File: config.mk
export PLATFORM = sky130hd
export DESIGN_NAME = argo_queue_reader
export DESIGN_NICKNAME = d
export VERILOG_FILES = /design/src/rtl/argo_queue_reader.sv
export SDC_FILE = /design/constraint.sdc
export NUM_CORES = 1
export LEC_CHECK = 0
export ABC_AREA = 1
export BUFFER_PORTS_ARGS = -buffer_cell sky130_fd_sc_hd__buf_2
export CORE_MARGIN = 1.5
export CORE_UTILIZATION = 55
export CTS_CLUSTER_DIAMETER = 40
export DETAILED_ROUTE_END_ITERATION = 10
export PLACE_DENSITY = 0.78
export RECOVER_POWER = 50
export SLEW_MARGIN = 0
export SYNTH_ARGS = -nofsm -noshare
export SYNTH_HDL_FRONTEND = slang
export SYNTH_SLANG_ARGS = --single-unit
File: constraint.sdc
create_clock -name clock -period 2.25 [get_ports clock]
set_clock_uncertainty 0.1 [all_clocks]
set_input_delay 0.1125 -clock clock [delete_from_list [all_inputs] [get_ports clock]]
set_output_delay 0.1125 -clock clock [all_outputs]
set_load 0.02 [all_outputs]
File: src/rtl/argo_queue_reader.sv
// Turns a 1-cycle-latency FIFO read port into a valid/ready stream.
// A 2-slot ordered buffer plus one in-flight read keeps the stream at full rate.
module argo_queue_reader #(
  parameter int DATA_WIDTH = 32,
  parameter int CHAN_ID    = 7
) (
  input  logic                  clock,
  input  logic                  resetn,
  output logic                  q_rd_en,
  input  logic [DATA_WIDTH-1:0] q_rd_data,
  input  logic                  q_empty,
  output logic                  out_valid,
  output logic [DATA_WIDTH-1:0] out_data,
  input  logic                  out_ready,
  output logic [31:0]           word_count
);

  // CHAN_ID only tags the instance for trace; it never alters behaviour.
  if (CHAN_ID < 0) begin : g_bad_chan_id
  end

  logic [1:0][DATA_WIDTH-1:0] slots;
  logic [1:0]                 buf_cnt;
  logic                       inflight;
  logic                       armed;
  logic                       pop;
  logic [2:0]                 occ;

  assign out_valid = (buf_cnt != 2'd0);
  assign out_data  = slots[0];
  assign pop       = out_valid && out_ready;
  assign occ       = {1'b0, buf_cnt} + {2'b00, inflight} - {2'b00, pop};

  // armed holds reads off until the first clock edge after reset release.
  assign q_rd_en = !q_empty && resetn && armed && (occ < 3'd2);

  always_ff @(posedge clock or negedge resetn) begin
    if (!resetn) begin
      slots      <= '0;
      buf_cnt    <= 2'd0;
      inflight   <= 1'b0;
      armed      <= 1'b0;
      word_count <= 32'd0;
    end else begin
      armed    <= 1'b1;
      inflight <= q_rd_en;
      if (pop) word_count <= word_count + 32'd1;
      case ({pop, inflight})
        2'b01: begin
          slots[buf_cnt[0]] <= q_rd_data;
          buf_cnt           <= buf_cnt + 2'd1;
        end
        2'b10: begin
          slots[0] <= slots[1];
          buf_cnt  <= buf_cnt - 2'd1;
        end
        2'b11: begin
          // Head leaves while a new word lands: count stays, order shifts.
          if (buf_cnt == 2'd2) begin
            slots[0] <= slots[1];
            slots[1] <= q_rd_data;
          end else begin
            slots[0] <= q_rd_data;
          end
        end
        default: ;
      endcase
    end
  end

endmodule

---- Word-level counts from Yosys, hierarchy flattened ----
Index checks and enable logic that the tools add are counted.
W data, S select, Z words.
word-level totals
  register bits after elaboration ......... 100
  input bits .............................. 36
  output and inout port bits .............. 66
  word-level logic and storage cells ...... 38
operators by class
  add/sub/neg operators ................... 5
  magnitude comparators ................... 3
  equality and inequality tests ........... 5
  muxes and demuxes ....................... 8
  reductions and logical operators ........ 11
operators with widths
  cell                     number
  $mux W32                 3
  $pmux W32 S3             1
  $bwmux W64               1
  $pmux W32 S2             1
  $add A32 B1 Y32 const B  1
  $demux W32 S1            1
  $eq A2 B2 Y1 const B     3
  $reduce_bool A2 Y1       3
  $logic_and A1 B1 Y1      5
  $pmux W2 S2              1
  $add A2 B1 Y3            1
  $lt A3 B2 Y1 const B     1
  $reduce_bool A3 Y1       1
  $sub A3 B1 Y3            1
  $add A2 B1 Y2 const B    1
  $eq A2 B1 Y1 const B     1
  $lt A1 B2 Y1 const B     1
  $ne A2 B2 Y1 const B     1
  $reduce_and A2 Y1        1
  $sub A2 B1 Y2 const B    1
  $ge A1 B1 Y1 const B     1
  $logic_not A1 Y1         1

---- Depth between registers and ports, before layout ----
Gate-level depths: netlist of run 1.
  depth after elaboration ................. 6
  mapped depth ............................ 10
  gate-level depth less buffers ........... 9

---- Least setup slack after synthesis of run 1 ----
OpenSTA, ideal clock, no wires.
  path kind ............................... register to register
  from .................................... register buf_cnt[0]
  to ...................................... register inflight
  library setup time ...................... 0.149 ns
  data arrival time ....................... 2.178 ns
  path slack .............................. -0.177 ns
  cell stages (with the launch flop) ...... 10
  path buffers ............................ 1
  period minus slack after synthesis ...... 2.427 ns
  path through ............................ dfrtp_1 buf_4 inv_1 nand2_1 nand2_2 ha_1 nand2_1 fa_1 nand4_1 nor2_1
between the ends
  longest elaborated chain between the ends .. 5
  elaborated cells between the ends (all ways) .. 6
  classes of those cells .................. 2 x add/sub; 1 x order compare; 3 x reduce/logical
RTL lines
  element                 line  source
  from (decl)             23    logic [1:0] buf_cnt;
  from (signal assigned)  51    buf_cnt <= buf_cnt + 2'd1;
  from (signal assigned)  55    buf_cnt <= buf_cnt - 2'd1;
  $reduce_bool A2 Y1      29    assign out_valid = (buf_cnt != 2'd0);
  via out_valid           12    output logic out_valid,
  $logic_and A1 B1 Y1     31    assign pop = out_valid && out_ready;
  $sub A3 B1 Y3           32    assign occ = {1'b0, buf_cnt} + {2'b00, inflight} - {2'b00, pop};
  $lt A3 B2 Y1            35    assign q_rd_en = !q_empty && resetn && armed && (occ < 3'd2);
  $logic_and A1 B1 Y1     35
  via q_rd_en             9     output logic q_rd_en,
  to (signal assigned)    46    inflight <= q_rd_en;
  to (decl)               24    logic inflight;
The timed path passes the listed nets, and every way through them passes these cells.
A chain may end at the register's enable or synchronous reset.

---- Worst setup path in the final report of run 1 ----
  from .................................... register buf_cnt[1]
  to ...................................... output q_rd_en
between the ends
  longest elaborated chain between the ends .. 5
  elaborated cells between the ends (all ways) .. 6
  classes of those cells .................. 2 x add/sub; 1 x order compare; 3 x reduce/logical
RTL lines
  element                                                line
  branches (longest 2 deep; another with $add A2 B1 Y3)  -
  $sub A3 B1 Y3 *                                        32
  $lt A3 B2 Y1 *                                         35
  $logic_and A1 B1 Y1 *                                  35
  to (decl)                                              9
Every way passes the cells marked *.

==> results of run 1 <==
logic make-up (layout without fill, tap and decap cells):
group,Yosys count,after routing,share of synthesized area
and+or+nand+nor,257,257,0.2195
AOI/OAI and AO/OA,103,103,0.1086
DFF,100,100,0.4994
adders and majority gates,5,5,0.01398
xor gates and xnor gates,20,20,0.03496
buffers and inverters,124,237,0.1228
other,1,1,0.0007483
area by class of cell:
| type | instances | area (µm²) |
|---|---|---|
| fillers | 728 | 2766 |
| flip-flops and latches | 100 | 2502 |
| multi-input cells | 386 | 1931 |
| repair buffers | 152 | 968.4 |
| inverters | 69 | 259.0 |
| clock buffers | 11 | 141.4 |
| well taps | 108 | 135.1 |
| clock inverters | 5 | 60.06 |
worst min path at each step:
stage / to / start / cells after the start
after global routing: word_count[0]$_DFFE_PN0P_ / out_ready / 4
after floorplan: armed$_DFF_PN0_ / resetn / 0
after CTS: word_count[0]$_DFFE_PN0P_ / out_ready / 4
after global placement: out_data[6]$_DFFE_PN0P_ / resetn / 2
after detailed placement: out_data[3]$_DFFE_PN0P_ / resetn / 2
final: word_count[0]$_DFFE_PN0P_ / out_ready / 4
worst reg2reg max path: stages (launching register included):
cell and delay [ns]:
dfrtp_1 0.36, inv_2 0.05, nand2_2 0.07, nand2_2 0.07
ha_4 0.29, nand2_4 0.05, fa_1 0.49, nand4_1 0.13
nor2_4 0.15, buf_4 0.11
metrics by stage:
step	area, µm²	utilization
after floorplan	5021	-
after global placement	5428	0.6194
after detailed placement	5428	0.6194
after CTS	6033	0.6885
after global routing	5997	0.6843
final	5997	0.6843
synthesized netlist by cell type:
cell and number:
nor2_1 106, dfrtp_1 100, nand2_1 77, inv_1 69, o21ai_0 61, nand3_1 50, buf_4 37, a21oi_1 33
nand4_1 11, xor2_1 11, buf_2 9, clkbuf_1 9, xnor2_1 9, ha_1 4, o21ai_1 4, nor2_2 3
nor3_1 3, nand2_2 2, nand3b_1 2, nor2_4 2, a21oi_2 1, a21oi_4 1, conb_1 1, fa_1 1
nand3_2 1, o21bai_1 1, o221ai_1 1, o22ai_2 1
sequential cells by signal, indices dropped and copies added (netlist names):
name,flops
out_data,32
slots,32
word_count,32
buf_cnt,2
armed,1
inflight,1
timing repair:
| item | 4_1_cts | 5_1_grt |
|---|---|---|
| setup endpoints to repair | 1 | 1 |
| pin swaps | 7 | 5 |
| gates resized for setup | 7 | 0 |
| buffers inserted | 5 | 2 |
| hold buffers | 34 | 0 |
| endpoints found under the hold margin | 165 | 0 |
metal layers:
metal	part of all wire	up-vias	wire length [µm]	track usage
li1	-	2129	-	-
met1	0.44	2081	4938	0.3162
met2	0.50	127	5633	0.3967
met3	0.050	18	569	0.04397
met4	0.015	0	175	0.07909
met5	0	-	0	0
power by group:
group	leakage [nW]	total [mW]	switching [mW]	internal, mW
Sequential	1.22	2.77	0.310	2.46
Clock	0.0999	1.18	0.629	0.550
Combinational	1.51	2.87	1.90	0.970
placed cells by master, fill, tap and decap left out, drive strengths merged, types with 2 or more instances in the layout:
cell type and n:
dfrtp 100, dlygate4sd3 34, xnor2 9, inv 70
clkbuf 43, o21ai 65, nand2 79, nand3 51
nor3 3, xor2 11, nand3b 2, a21oi 35
ha 4, buf 86, nand4 11, clkinv 2
nor2 111
==> metrics.yaml, run 1 <==
startpoint_type: "flip-flop"
grt_max_degree: 101
place_congestion: 0.8580
grt_pass1_vias: 4228
slowest_stage: "fa_1"
period_needed_ns: 2.341
portBuffers: 101
layout_setup_ws_ns: -0.09145
crit_path_frequent_cell: "nand2_2"
drc: 0
numCtsBuffers: 9
reg2reg_depth: 9
status: "finished, violations left"
critPathMaxStageDelay_ns: 0.49
grt.overflow.total: 0
worst_ep_required_time_ns: 2.04
synthTopCellsByArea: "dfrtp_1 50%, nor2_1 7.9%, o21ai_0 6.1%"
avgSynthCellArea_um2: 8.215
holdCritPathClass: "in -> reg"
syn_area_um2: 5011
ant_nets: 0
die_area_um2: 9692
io_pins: 102
violations: "negative setup slack"
die_width_um: 98.45
period_share: 1.041
p_total_mw: 6.810
synthDominantCellAreaShare: 0.4994
arrival_ns: 2.13
antenna_cells: 0
start_util: 0.5718
fin_setup_tns_ns: -0.09145
ys_types: 28
endpoint_kind: "primary output"
clk_path_buf_depth: 2
cap_violations: 0
finalSetupViolCount: 1
startpoint: "buf_cnt[1]$_DFFE_PN0N_"
synth-seq-cells: 100
cts_tree: "done"
drt-pass1-iter-count: 5
layout.cells.non_filler: 831
holdWs_ns: 0.1060
crit_path_cell_trace: "inv_2 -> nand2_2 -> nand2_2 -> ha_4 -> nand2_4 -> fa_1 -> nand4_1 -> nor2_4 -> buf_6"
r2r-end: "inflight$_DFF_PN0_"
crit_buf_inv: 2
p_per_area_nw_per_um2: 1136
rows: 34
synthCells: 610
ys_seq_area_frac: 0.4994
hpwl_mm: 7.344
crit_cells: 9
rr_startpoint: "buf_cnt[1]$_DFFE_PN0N_"
yosysWarnings: 0
clk_pin_slew_ns: 0.09
via_per_inst: 5.241
fmaxAchievable_mhz: 427.1
grt_pass1_wl_mm: 19.05
leakage_nw: 2.833
yosysTopAreaCell: "dfrtp_1"
cp_top_family: "adder cells"
via_count: 4355
worstSetupPathType: "reg -> out"
vdd.ir_drop.worst_mv: 0.6632
cts_sinks: 100
final_layout_size_suffix_gt1_frac: 0.1646
nNetsFinal: 759
antenna_found_initial: 0
critPathCapture: "q_rd_en"
tightest_slew_ns: 1.339
coreArea_um2: 8763
routed_wl_mm: 11.32
wl_per_cell_um: 13.62
grt_setup_unrepaired: "yes"
cts-root-buf: "clkbuf_8"
grtUsageTotal: 0.2379
syn-num-nets: 651
dp.cells: 774
synthToLayoutAreaGrowth_pct: 19.68
die_h_um: 98.45
drt-initial-drc-count: 268
cts.htree.levels: 3
slew_viol_final: 0
worstSkewPairLatency_ns: 0.36
regToRegSetupSlack_ns: 0.34
pre_cts_slack_ns: 0.08290
max_slew_margin: 0.1076
path_max_fanout: 2
hold_violations: 0
Note: power is estimated with default switching activity, not from simulation.
==> run 2, diff against run 1 <==
Settings changed: BUFFER_PORTS_ARGS -buffer_cell sky130_fd_sc_hd__buf_2 to -buffer_cell sky130_fd_sc_hd__buf_4, REMOVE_ABC_BUFFERS set to 1.
==> run 2 against run 1 <==
Net effect:
- the run still ends with negative setup slack left
- die area unchanged
- wire length increased by 3.0%
- flip-flop and latch count unchanged
- largest cell class unchanged
- utilization increased by 3.2 points
- via count increased by 0.64%
- critical path type unchanged
- design area increased by 4.6%
- sequential power about the same
- non-clock buffer count increased by 3
==> metrics.yaml, run 2 (same netlist as run 1, synthesis figures left out) <==
start_util: 0.5718
reg2reg_depth: 13
cap_violations: 0
clkPwrFrac: 0.160
cts_tree: "done"
period_share: 1.057
rows: 34
place_congestion: 0.8371
regToRegSetupSlack_ns: -0.13
fin_setup_tns_ns: -0.2543
final_cell_mix: "118 x buf_4, 105 x nor2_1, 100 x dfrtp_1"
grt_pass1_vias: 4211
holdPathStages: 5
finalSetupViolCount: 2
arrival_ns: 2.17
clk_path_buf_depth: 2
crit_path_frequent_cell: "nand2_4"
grtUsageTotal: 0.2474
grt_pass1_wl_mm: 19.40
vdd.ir_drop.worst_mv: 0.6722
endpoint_kind: "primary output"
status: "finished, violations left"
startpoint: "buf_cnt[1]$_DFFE_PN0N_"
coreArea_um2: 8763
seqPwrFrac: 0.393
clk_pin_slew_ns: 0.09
worstSkewPairLatency_ns: 0.36
io_pins: 102
combPwrFrac: 0.447
hold_violations: 0
path_max_fanout: 3
mostFrequentLayoutCell: "buf_4"
tightest_slew_ns: 1.346
via_count: 4383
fmaxAchievable_mhz: 420.3
hpwl_mm: 7.462
wl_per_cell_um: 14.01
holdCritPathClass: "in -> reg"
critPathMaxStageDelay_ns: 0.48
antenna_found_initial: 0
multi_input_area_um2: 1936
max_slew_margin: 0.1027
die_area_um2: 9692
nNetsFinal: 762
ant_nets: 0
drt-pass1-iter-count: 5
cts.htree.levels: 3
slowest_stage: "fa_1"
grt.overflow.total: 0
p_switching_mw: 2.856
grt_max_degree: 101
worstSetupPathType: "reg -> out"
die_h_um: 98.45
crit_path_cell_trace: "inv_2 -> nand2_4 -> nand2_4 -> ha_4 -> nand2_4 -> fa_1 -> nand4_1 -> nor2_2 -> buf_6"
routed_wl_mm: 11.65
period_needed_ns: 2.379
leakage_nw: 2.992
worst_ep_required_time_ns: 2.04
fillCellCount: 674
rr_startpoint: "buf_cnt[1]$_DFFE_PN0N_"
via_per_inst: 5.268
portBuffers: 101
power.internal_mw: 4.245
swShare: 0.4022
final_layout_size_suffix_gt1_frac: 0.2113
cts_sinks: 100
register_area_um2: 2502
startpoint_type: "flip-flop"
critPathCapture: "q_rd_en"
slew_viol_final: 0
cts-root-buf: "clkbuf_8"
r2r-end: "inflight$_DFF_PN0_"
violations: "negative setup slack"
pre_cts_slack_ns: 0.1060
antenna_cells: 0
drt-initial-drc-count: 247
p_per_area_nw_per_um2: 1132
synthToLayoutAreaGrowth_pct: 25.22
die_width_um: 98.45
layout_setup_ws_ns: -0.1293
numCtsBuffers: 9
grt_setup_unrepaired: "yes"
drc: 0
run 2: cell count changes in the layout (fill, tap and decap cells not counted), moves of 2 or more:
cell	previous run	this run
clkbuf_1	32	0
buf_4	15	118
buf_12	2	0
buf_2	68	0
nand2_4	1	3
nand2_2	3	1
run 2: final cells by class:
type | count | area share
sequential | 100 | 0.3988
multi-input combinational | 386 | 0.3085
timing repair buffer | 155 | 0.1998
tap | 108 | 0.02154
clock inverter | 4 | 0.008175
clock buffer | 10 | 0.02193
inverter | 69 | 0.04128
run 2: repair_timing:
item                                    4_1_cts  5_1_grt
pin swaps                                     2        3
hold buffers                                 33        0
buffers inserted                              6        2
endpoints found under the hold margin       164        0
endpoints found under the setup margin        1        2
resized for setup                             4        7
run 2: critical path, delay by kind of cell, from the launching register on:
family	cells	cell delay, ns
adders and majority gates	2	0.76
and+or+nand+nor	5	0.46
buffers and inverters	2	0.21
DFF	1	0.37
run 2: metrics by stage:
stage                     utilization  instance area, µm²  power, mW  cells  hold slack (ns)
after floorplan                     -                4654      4.537    555          -0.2831
after global placement         0.6465                5665      5.660    777           0.1324
after detailed placement       0.6465                5665      5.773    777           0.1395
after CTS                      0.7129                6247      7.026    830           0.1112
after global routing           0.7160                6275      7.598    832          0.07682
final                          0.7160                6275      7.100    832          0.09030
run 2: power by group through the flow:
stage | combinational (mW) | sequential (mW) | clock, mW
after floorplan | 1.33 | 3.21 | 0
after global placement | 2.87 | 2.79 | 0
after detailed placement | 2.95 | 2.82 | 0
after CTS | 3.09 | 2.78 | 1.16
after global routing | 3.51 | 2.86 | 1.23
final | 3.17 | 2.79 | 1.14
run 2: worst min path at each step:
stage,from,to,slack [ns]
after floorplan,resetn,armed$_DFF_PN0_,-0.28
after global placement,resetn,slots[41]$_DFFE_PN0P_,0.13
after detailed placement,resetn,out_data[9]$_DFFE_PN0P_,0.14
after CTS,out_ready,word_count[1]$_DFFE_PN0P_,0.11
after global routing,out_ready,word_count[1]$_DFFE_PN0P_,0.08
final,out_ready,word_count[1]$_DFFE_PN0P_,0.09
run 2: metal layers:
layer | global-route usage | vias up | share of wire
li1 | - | 2128 | -
met1 | 0.3262 | 2118 | 0.44
met2 | 0.4168 | 118 | 0.51
met3 | 0.03688 | 19 | 0.041
met4 | 0.09317 | 0 | 0.018
met5 | 0 | - | 0
